<file path="config.mk">
export PLATFORM = sky130hd
export DESIGN_NAME = hazard_ctrl_flat
export DESIGN_NICKNAME = d
export VERILOG_FILES = /design/src/rtl/hazard_ctrl_if.sv /design/src/rtl/hazard_ctrl.sv /design/src/flat_wrapper.sv
export SDC_FILE = /design/constraint.sdc
export NUM_CORES = 1
export LEC_CHECK = 0
export ABC_AREA = 0
export CAP_MARGIN = 20
export CORE_MARGIN = 2
export CORE_UTILIZATION = 45
export CTS_BUF_LIST = sky130_fd_sc_hd__clkbuf_8
export CTS_CLUSTER_DIAMETER = 100
export DETAILED_ROUTE_END_ITERATION = 10
export GPL_ROUTABILITY_DRIVEN = 0
export PLACE_DENSITY = 0.87
export SETUP_SLACK_MARGIN = 0.1
export SLEW_MARGIN = 20
export SYNTH_ARGS = -nofsm -noshare
export SYNTH_HDL_FRONTEND = slang
export SYNTH_SLANG_ARGS = --single-unit
</file>
<file path="constraint.sdc">
create_clock -name clk_i -period 1.9 [get_ports clk_i]
set_clock_uncertainty 0.15 [all_clocks]
set_input_delay 0.19 -clock clk_i [delete_from_list [all_inputs] [get_ports clk_i]]
set_output_delay 0.19 -clock clk_i [all_outputs]
set_load 0.01 [all_outputs]
</file>
<file path="src/rtl/hazard_ctrl_if.sv">
// Hazard-controller interface: hazard inputs from ID/EX/MEM and stage-register controls.
// slave = the controller, master = the pipeline (or bench) side.
interface hazard_ctrl_if;
  logic [4:0] ID_RS1addr_i;
  logic [4:0] ID_RS2addr_i;
  logic       EX_MemRead_i;
  logic [4:0] EX_RDaddr_i;
  logic       Branch_taken_i;
  logic       MEM_access_i;
  logic       Dmem_ready_i;
  logic       PCWrite_o;
  logic       IFIDWrite_o;
  logic       IFIDFlush_o;
  logic       IDEXWrite_o;
  logic       IDEXBubble_o;
  logic       EXMEMWrite_o;
  logic       MEMWBBubble_o;
  logic       Dmem_req_o;
  logic       Mem_timeout_o;
  logic       State_o;

  modport master (
    output ID_RS1addr_i, ID_RS2addr_i, EX_MemRead_i, EX_RDaddr_i,
           Branch_taken_i, MEM_access_i, Dmem_ready_i,
    input  PCWrite_o, IFIDWrite_o, IFIDFlush_o, IDEXWrite_o, IDEXBubble_o,
           EXMEMWrite_o, MEMWBBubble_o, Dmem_req_o, Mem_timeout_o, State_o
  );

  modport slave (
    input  ID_RS1addr_i, ID_RS2addr_i, EX_MemRead_i, EX_RDaddr_i,
           Branch_taken_i, MEM_access_i, Dmem_ready_i,
    output PCWrite_o, IFIDWrite_o, IFIDFlush_o, IDEXWrite_o, IDEXBubble_o,
           EXMEMWrite_o, MEMWBBubble_o, Dmem_req_o, Mem_timeout_o, State_o
  );
endinterface

</file>
<file path="src/rtl/hazard_ctrl.sv">
// 5-stage pipeline hazard controller: load-use stall, branch flush, dmem freeze with timeout.
// Optional HAZARD_PERF_CNT_EN adds saturating stall-cycle and flush counters.
module hazard_ctrl #(
  parameter int TIMEOUT = 255,
  parameter int CNT_W   = 16
) (
  input  logic            clk_i,
  input  logic            rst_i,
  hazard_ctrl_if.slave    hz
`ifdef HAZARD_PERF_CNT_EN
  ,
  output logic [CNT_W-1:0] Stall_cycles_o,
  output logic [CNT_W-1:0] Flush_count_o
`endif
);

  typedef enum logic {RUN = 1'b0, MEM_WAIT = 1'b1} state_t;

  state_t           state_q, state_nx;
  logic [CNT_W-1:0] cnt_q, cnt_nx;
  logic             to_q, to_nx;
  logic             lu, miss;

  assign lu   = hz.EX_MemRead_i && (hz.EX_RDaddr_i != 5'd0) &&
                ((hz.EX_RDaddr_i == hz.ID_RS1addr_i) || (hz.EX_RDaddr_i == hz.ID_RS2addr_i));
  assign miss = hz.MEM_access_i && !hz.Dmem_ready_i;

  always_ff @(posedge clk_i) begin
    if (rst_i) begin
      state_q <= RUN;
      cnt_q   <= '0;
      to_q    <= 1'b0;
    end else begin
      state_q <= state_nx;
      cnt_q   <= cnt_nx;
      to_q    <= to_nx;
    end
  end

  always_comb begin
    hz.PCWrite_o     = 1'b1;
    hz.IFIDWrite_o   = 1'b1;
    hz.IFIDFlush_o   = 1'b0;
    hz.IDEXWrite_o   = 1'b1;
    hz.IDEXBubble_o  = 1'b0;
    hz.EXMEMWrite_o  = 1'b1;
    hz.MEMWBBubble_o = 1'b0;
    hz.Dmem_req_o    = hz.MEM_access_i;
    state_nx         = state_q;
    cnt_nx           = cnt_q;
    to_nx            = to_q;
    unique case (state_q)
      RUN: begin
        // A miss holds ID/EX, so LU and branch get re-resolved once the freeze lifts.
        if (miss) begin
          hz.PCWrite_o     = 1'b0;
          hz.IFIDWrite_o   = 1'b0;
          hz.IDEXWrite_o   = 1'b0;
          hz.EXMEMWrite_o  = 1'b0;
          hz.MEMWBBubble_o = 1'b1;
          state_nx         = MEM_WAIT;
          cnt_nx           = CNT_W'(1);
        end else if (lu) begin
          hz.PCWrite_o    = 1'b0;
          hz.IFIDWrite_o  = 1'b0;
          hz.IDEXBubble_o = 1'b1;
        end else if (hz.Branch_taken_i) begin
          hz.IFIDFlush_o = 1'b1;
        end
      end
      MEM_WAIT: begin
        if (hz.Dmem_ready_i) begin
          state_nx = RUN;
          cnt_nx   = '0;
        end else begin
          hz.PCWrite_o     = 1'b0;
          hz.IFIDWrite_o   = 1'b0;
          hz.IDEXWrite_o   = 1'b0;
          hz.EXMEMWrite_o  = 1'b0;
          hz.MEMWBBubble_o = 1'b1;
          if (cnt_q != '1) cnt_nx = cnt_q + CNT_W'(1);
          if (cnt_q == CNT_W'(TIMEOUT)) to_nx = 1'b1;
        end
        // Access vanishing mid-wait is a protocol error: flag it and resume.
        if (!hz.MEM_access_i) begin
          state_nx = RUN;
          cnt_nx   = '0;
          to_nx    = 1'b1;
        end
      end
      default: state_nx = RUN;
    endcase
    if (rst_i) begin
      hz.PCWrite_o     = 1'b0;
      hz.IFIDWrite_o   = 1'b0;
      hz.IFIDFlush_o   = 1'b0;
      hz.IDEXWrite_o   = 1'b0;
      hz.IDEXBubble_o  = 1'b1;
      hz.EXMEMWrite_o  = 1'b0;
      hz.MEMWBBubble_o = 1'b1;
      hz.Dmem_req_o    = 1'b0;
    end
  end

  assign hz.Mem_timeout_o = to_q;
  assign hz.State_o       = (state_q == MEM_WAIT);

`ifdef HAZARD_PERF_CNT_EN
  always_ff @(posedge clk_i) begin
    if (rst_i) begin
      Stall_cycles_o <= '0;
      Flush_count_o  <= '0;
    end else begin
      if (!hz.PCWrite_o && Stall_cycles_o != '1) Stall_cycles_o <= Stall_cycles_o + CNT_W'(1);
      if (hz.IFIDFlush_o && Flush_count_o != '1)  Flush_count_o  <= Flush_count_o + CNT_W'(1);
    end
  end
`endif

endmodule

</file>
<file path="src/flat_wrapper.sv">
// flat-port wrapper written by rule: the top's interface ports become plain ports
module hazard_ctrl_flat 
#(
  parameter int TIMEOUT = 255,
  parameter int CNT_W   = 16
)
  (clk_i, rst_i, hz_ID_RS1addr_i, hz_ID_RS2addr_i, hz_EX_MemRead_i, hz_EX_RDaddr_i, hz_Branch_taken_i, hz_MEM_access_i, hz_Dmem_ready_i, hz_PCWrite_o, hz_IFIDWrite_o, hz_IFIDFlush_o, hz_IDEXWrite_o, hz_IDEXBubble_o, hz_EXMEMWrite_o, hz_MEMWBBubble_o, hz_Dmem_req_o, hz_Mem_timeout_o, hz_State_o);
  hazard_ctrl_if hz_i ();
  input  logic clk_i;
  input  logic rst_i;
  input wire logic [$bits(hz_i.ID_RS1addr_i)-1:0] hz_ID_RS1addr_i;
  input wire logic [$bits(hz_i.ID_RS2addr_i)-1:0] hz_ID_RS2addr_i;
  input wire logic [$bits(hz_i.EX_MemRead_i)-1:0] hz_EX_MemRead_i;
  input wire logic [$bits(hz_i.EX_RDaddr_i)-1:0] hz_EX_RDaddr_i;
  input wire logic [$bits(hz_i.Branch_taken_i)-1:0] hz_Branch_taken_i;
  input wire logic [$bits(hz_i.MEM_access_i)-1:0] hz_MEM_access_i;
  input wire logic [$bits(hz_i.Dmem_ready_i)-1:0] hz_Dmem_ready_i;
  output wire logic [$bits(hz_i.PCWrite_o)-1:0] hz_PCWrite_o;
  output wire logic [$bits(hz_i.IFIDWrite_o)-1:0] hz_IFIDWrite_o;
  output wire logic [$bits(hz_i.IFIDFlush_o)-1:0] hz_IFIDFlush_o;
  output wire logic [$bits(hz_i.IDEXWrite_o)-1:0] hz_IDEXWrite_o;
  output wire logic [$bits(hz_i.IDEXBubble_o)-1:0] hz_IDEXBubble_o;
  output wire logic [$bits(hz_i.EXMEMWrite_o)-1:0] hz_EXMEMWrite_o;
  output wire logic [$bits(hz_i.MEMWBBubble_o)-1:0] hz_MEMWBBubble_o;
  output wire logic [$bits(hz_i.Dmem_req_o)-1:0] hz_Dmem_req_o;
  output wire logic [$bits(hz_i.Mem_timeout_o)-1:0] hz_Mem_timeout_o;
  output wire logic [$bits(hz_i.State_o)-1:0] hz_State_o;
  assign hz_i.ID_RS1addr_i = hz_ID_RS1addr_i;
  assign hz_i.ID_RS2addr_i = hz_ID_RS2addr_i;
  assign hz_i.EX_MemRead_i = hz_EX_MemRead_i;
  assign hz_i.EX_RDaddr_i = hz_EX_RDaddr_i;
  assign hz_i.Branch_taken_i = hz_Branch_taken_i;
  assign hz_i.MEM_access_i = hz_MEM_access_i;
  assign hz_i.Dmem_ready_i = hz_Dmem_ready_i;
  assign hz_PCWrite_o = hz_i.PCWrite_o;
  assign hz_IFIDWrite_o = hz_i.IFIDWrite_o;
  assign hz_IFIDFlush_o = hz_i.IFIDFlush_o;
  assign hz_IDEXWrite_o = hz_i.IDEXWrite_o;
  assign hz_IDEXBubble_o = hz_i.IDEXBubble_o;
  assign hz_EXMEMWrite_o = hz_i.EXMEMWrite_o;
  assign hz_MEMWBBubble_o = hz_i.MEMWBBubble_o;
  assign hz_Dmem_req_o = hz_i.Dmem_req_o;
  assign hz_Mem_timeout_o = hz_i.Mem_timeout_o;
  assign hz_State_o = hz_i.State_o;
  hazard_ctrl #(.TIMEOUT(TIMEOUT), .CNT_W(CNT_W)) u_core (.clk_i(clk_i), .rst_i(rst_i), .hz(hz_i));
endmodule
</file>
== After elaboration in Yosys (flattened, before gate mapping) ==
Cells that the tools add are included.

* Bits in registers: 18
* Input bits: 21
* Word-level logic and storage cells: 53

* $add $sub $neg: 1
* Eq/ne operators: 8
* Mux-type cells: 32
* Bitwise gates (word level): 1
* Reductions and logical operators: 8

{| class="wikitable"
|+ Operators with widths
! kind !! number
|-
| $mux W16 || 4
|-
| $pmux W16 S2 || 1
|-
| $mux W1 || 23
|-
| $add A16 B1 Y16 const B || 1
|-
| $eq A16 B8 Y1 const B || 1
|-
| $ne A16 B16 Y1 const B || 1
|-
| $eq A5 B5 Y1 || 2
|-
| $pmux W1 S2 || 4
|-
| $reduce_bool A5 Y1 || 1
|-
| $ne A2 B1 Y1 const B || 2
|-
| $ne A4 B4 Y1 const B || 1
|-
| $logic_and A1 B1 Y1 || 3
|-
| $reduce_and A3 Y1 || 1
|-
| $ne A2 B2 Y1 const B || 1
|-
| $reduce_and A2 Y1 || 1
|-
| $logic_not A1 Y1 || 1
|-
| $logic_or A1 B1 Y1 || 1
|-
| $not A1 Y1 || 1
|}

== Depth between registers and ports, before layout ==
* Depth in word-level cells: 7
* Mapped depth: 7

== Worst setup path after synthesis ==
No wires, ideal clock.

* Path type: register to register
* From: register u_core.state_q, in the netlist u_core.hz.State_o
* To: register u_core.cnt_q[13]
* Arrival time: 1.524 ns
* Required time: 1.691 ns
* Path slack: 0.166 ns
* Stages on the path, launching flop included: 8
* Path buffers: 2
* Cells stage by stage: dfxtp_1 buf_6 nand3b_1 nor4_4 a21oi_2 buf_6 a211o_1 nand2_1

* Word-level cells in the longest chain between the ends: 3
* Elaborated cells between the ends (all ways): 5
* Classes of those cells: eq/ne (2); mux (1); bitwise (1); reduce/logical (1)

{| class="wikitable"
|+ RTL lines
! what !! line !! RTL
|-
| start, declared || hazard_ctrl.sv:19 || <nowiki>state_t state_q, state_nx;</nowiki>
|-
| start signal, assigned || hazard_ctrl.sv:34 || <nowiki>state_q <= state_nx;</nowiki>
|-
| $not A1 Y1 || hazard_ctrl.sv:52 || <nowiki>unique case (state_q)</nowiki>
|-
| $ne A2 B1 Y1 (no line) || - ||
|-
| $reduce_and A2 Y1 (no line) || - ||
|-
| end signal, assigned || hazard_ctrl.sv:35 || <nowiki>cnt_q <= cnt_nx;</nowiki>
|-
| end, declared || hazard_ctrl.sv:20 || <nowiki>logic [CNT_W-1:0] cnt_q, cnt_nx;</nowiki>
|}

Several ways; a longest one is shown, not always the timed one.
A chain may end at the register's enable or synchronous reset.

== Worst setup path in the final report ==
* From: input hz_EX_RDaddr_i[3]
* To: output hz_IFIDFlush_o

* Word-level cells in the longest chain between the ends: 7
* Elaborated cells between the ends (all ways): 10
* Classes of those cells: eq/ne (2); mux (4); reduce/logical (4)

{| class="wikitable"
|+ RTL lines
! what !! line !! RTL
|-
| start, declared || flat_wrapper.sv:14 || <nowiki>input wire logic [$bits(hz_i.EX_RDaddr_i)-1:0] hz_EX_RDaddr_i;</nowiki>
|-
| $eq A5 B5 Y1 / $reduce_bool A5 Y1 (equally long branches) || hazard_ctrl.sv:25, hazard_ctrl.sv:24 ||
|-
| $logic_or A1 B1 Y1 / $logic_and A1 B1 Y1 (equally long branches) || hazard_ctrl.sv:25, hazard_ctrl.sv:24 ||
|-
| $logic_and A1 B1 Y1 * || hazard_ctrl.sv:24 || <nowiki>assign lu = hz.EX_MemRead_i && (hz.EX_RDaddr_i != 5'd0) &&</nowiki>
|-
| $mux W1 * || hazard_ctrl.sv:63 || <nowiki>end else if (lu) begin</nowiki>
|-
| $mux W1 * || hazard_ctrl.sv:55 || <nowiki>if (miss) begin</nowiki>
|-
| $mux W1 * || hazard_ctrl.sv:52 ||
|-
| $mux W1 * || hazard_ctrl.sv:93 || <nowiki>if (rst_i) begin</nowiki>
|-
| end, declared || flat_wrapper.sv:20 || <nowiki>output wire logic [$bits(hz_i.IFIDFlush_o)-1:0] hz_IFIDFlush_o;</nowiki>
|}

Every way passes the cells marked *; elsewhere a longest branch is shown, timed or not.

==> impl_metrics.yaml <==
run_status:
  status: "completed"
timing:
  rsz0062_at_grt: "yes"
  slew_violations: 0
  hold_viol: 0
  relSlewSlack: 0.770
  setup-violations-final: 0
  max_freq_mhz: 540
  fin_crit_ns: 1.85
  final.period_utilization: 0.974
  tightest_slew_ns: 0.345
hold_path:
  hold_path_end: "u_core.hz.Mem_timeout_o$_SDFFE_PP0P_"
  min_path_type: "flop to flop"
  hold_start: "u_core.hz.Mem_timeout_o$_SDFFE_PP0P_"
  hold_depth: 2
die:
  start_util: 0.473
  die_w_um: 55.0
  dieArea_um2: 3030
  die_y_um: 55.0
  io_pins: 31
  core_um2: 2480
  rows: 18
logic_synthesis:
  ys_warn_count: 0
  synth_edf_count: 0
  syn_nets: 167
  syn_area_per_cell_um2: 8.08
  async_flop_share: 0
  synthTopCellsByArea: "dfxtp_1 31%, xnor2_1 6.7%, a21oi_1 4.7%"
  syn_inst: 145
  post_synth_num_cell_types: 43
  syn_area_um2: 1170
  synth_seq_cells: 18
  synthDominantCellAreaShare: 0.308
  ys_seq_area_frac: 0.308
  synth_flop_cell: "dfxtp_1"
  synth.largest_area_cell: "dfxtp_1"
placement:
  place_area_um2: 1640
  port_buffers: 30
  hpwlAfterDp_um: 2660
routing:
  drc: 0
  firstDrtPassIters: 4
  viasPerCell: 6.01
  ant_nets: 0
  drtIter0Drc: 48
  wirelength_um: 4240
  wl_per_cell_um: 18.3
  vias: 1394
clock_tree:
  clk-insertion-delay-late_ns: 0.26
  clockBufferDepth: 2
  clock_sinks: 18
  htreeDepth: 1
  root_buffer: "clkbuf_8"
  cts_tree: "yes"
  path_clk_slew_ns: 0.07
  hold_buffers: 0
  cts_buffers: 3
setup_path:
  r2r-end: "u_core.cnt_q[15]$_SDFFE_PP0P_"
  r2r_slack_ns: 0.08
  worstReg2RegStart: "u_core.hz.State_o$_SDFF_PP0_"
  startpoint_type: "input port"
  end_kind: "primary output"
  cp_cell_sequence: "buf_6, or4_4, o21ai_2, a21oi_2, nor4b_2, buf_2"
  crit_fanout: 3
  worst_path_largest_cell_delay_ns: 0.54
  crit_slowest_cell: "or4_4"
  cp.arrival_ns: 1.51
  cp.required_ns: 1.56
  reg2reg_depth: 8
  setup.worst_path.class: "input port to primary output"
final_layout:
  fin_nets: 225
  postLayoutCoreUtil: 0.758
  layout-drive-gt1-share: 0.396
  area_growth_pct: 60.4
  antenna_cells: 0
  n_fill_cell: 170
  fin_area_um2: 1880
power:
  p_seq_frac: 0.417
  power_switching_uw: 242
  internal_power_uw: 675
  switching_share: 0.264
  p_comb_frac: 0.229
  leakagePower_uw: 0.000774
  power_density_nw_per_um2: 489
  ir_worst_vdd_mv: 0.675
  clkPwrFrac: 0.354
grt:
  grt_pass1_vias: 1329
  grtUsageTotal: 0.281
  antenna_found_initial: 0
  overflow: 0
  grt_pass1_wl_um: 5980
  grt_max_degree: 16
flow_run:
  cap_violations: 0
-- cells in the mapped netlist, drive strengths merged (2+ instances only) --
| library cell | instances |
|---|---|
| nand4 | 4 |
| and2 | 2 |
| a21oi | 12 |
| and3 | 2 |
| a21o | 2 |
| o21ai | 6 |
| clkbuf | 3 |
| nor3 | 7 |
| xor2 | 6 |
| nor2 | 14 |
| nor2b | 2 |
| a311oi | 6 |
| nand3 | 7 |
| xnor2 | 9 |
| nor4 | 4 |
| and4 | 3 |
| dfxtp | 18 |
| inv | 4 |
| mux2i | 2 |
| buf | 5 |
| nand2 | 12 |
| nand2b | 2 |
-- how the worst max path moves through the flow --
stage | from | end | depth (start not counted)
after floorplan | u_core.hz.State_o$_SDFF_PP0_ | u_core.cnt_q[13]$_SDFFE_PP0P_ | 7
after global placement | hz_EX_RDaddr_i[0] | hz_IFIDFlush_o | 6
after detailed placement | hz_EX_RDaddr_i[0] | hz_IFIDFlush_o | 6
after CTS | hz_EX_RDaddr_i[2] | hz_IFIDFlush_o | 6
after global routing | hz_EX_RDaddr_i[3] | hz_IFIDFlush_o | 6
final | hz_EX_RDaddr_i[3] | hz_IFIDFlush_o | 6
-- metrics by stage --
step                      hold WS, ns  TNS (ns)  cells  total power, uW  setup WS, ns
after floorplan                 0.247         0    145              467         0.166
after global placement          0.307     -3.69    222              568        -0.646
after detailed placement        0.324     -4.65    222              574        -0.746
after CTS                       0.340         0    226              884        0.0844
after global routing            0.373   -0.0422    232              947       -0.0422
final                           0.342         0    232              918        0.0496
-- kinds of logic after synthesis --
family                   count (synthesis)  synth area share
multiplexers                             2            0.0171
buffers and inverters                   12            0.0620
flip-flops                              18             0.308
AND/OR/NAND/NOR                         64             0.306
adder cells (fa/ha/maj)                  1            0.0107
AO/OA/AOI/OAI                           33             0.185
XOR/XNOR                                15             0.112
-- layout by cell type, fill, tap and decap left out, types with 2 or more instances in the layout --
cell	instances
buf_4	27
dfxtp_1	15
nor2_1	13
nand2_1	11
xnor2_1	9
a21oi_1	9
dlygate4sd2_1	9
buf_6	9
nand3_1	7
nor3_2	5
o21ai_0	5
clkdlybuf4s50_1	5
inv_1	4
a311oi_1	4
clkbuf_8	4
dlymetal6s2s_1	4
xor2_1	3
xor2_2	3
nand4_1	3
buf_2	3
dfxtp_2	3
nor2b_1	2
a21oi_2	2
a21o_1	2
nor4_4	2
nor3_1	2
mux2i_1	2
and4_2	2
nand2b_1	2
a311oi_2	2
clkdlybuf4s15_1	2
clkbuf_2	2
-- timing repair --
item	CTS	global route
resized for setup	62	38
buffers inserted	0	6
cloned	0	0
endpoints found under the setup margin	13	14
pin swaps	12	15
-- power by group through the flow --
stage	clock, uW	combinational, uW	sequential [uW]
after global routing	342	222	383
final	325	210	383
after detailed placement	0	183	391
after floorplan	0	74.6	392
after global placement	0	178	390
after CTS	326	176	382
-- per-layer routing --
metal	wire length, um	up-vias	GRT usage
met4	171	0	0.146
met1	1530	677	0.315
met5	0	-	0
li1	-	637	-
met3	167	20	0.0269
met2	2380	60	0.522
-- worst max-delay path: cells and delay by family --
family	cells	cell delay [ns]
simple gates	2	0.83
compound gates	2	0.21
buf+inv	2	0.28
-- state kept, by name (all words and copies together) (netlist names) --
name	cells
u_core.hz.Mem_timeout_o	1
u_core.hz.State_o	1
u_core.cnt_q	16
-- final cells by class --
cell class	instances	area (um2)	share of cell area
clock buffers	4	55.1	0.0293
multi-input cells	115	878	0.468
inverters	4	15.0	0.00799
repair buffers	61	528	0.281
well taps	30	37.5	0.0200
flip-flops and latches	18	364	0.194
No activity file was read; power rests on OpenSTA's default activity.
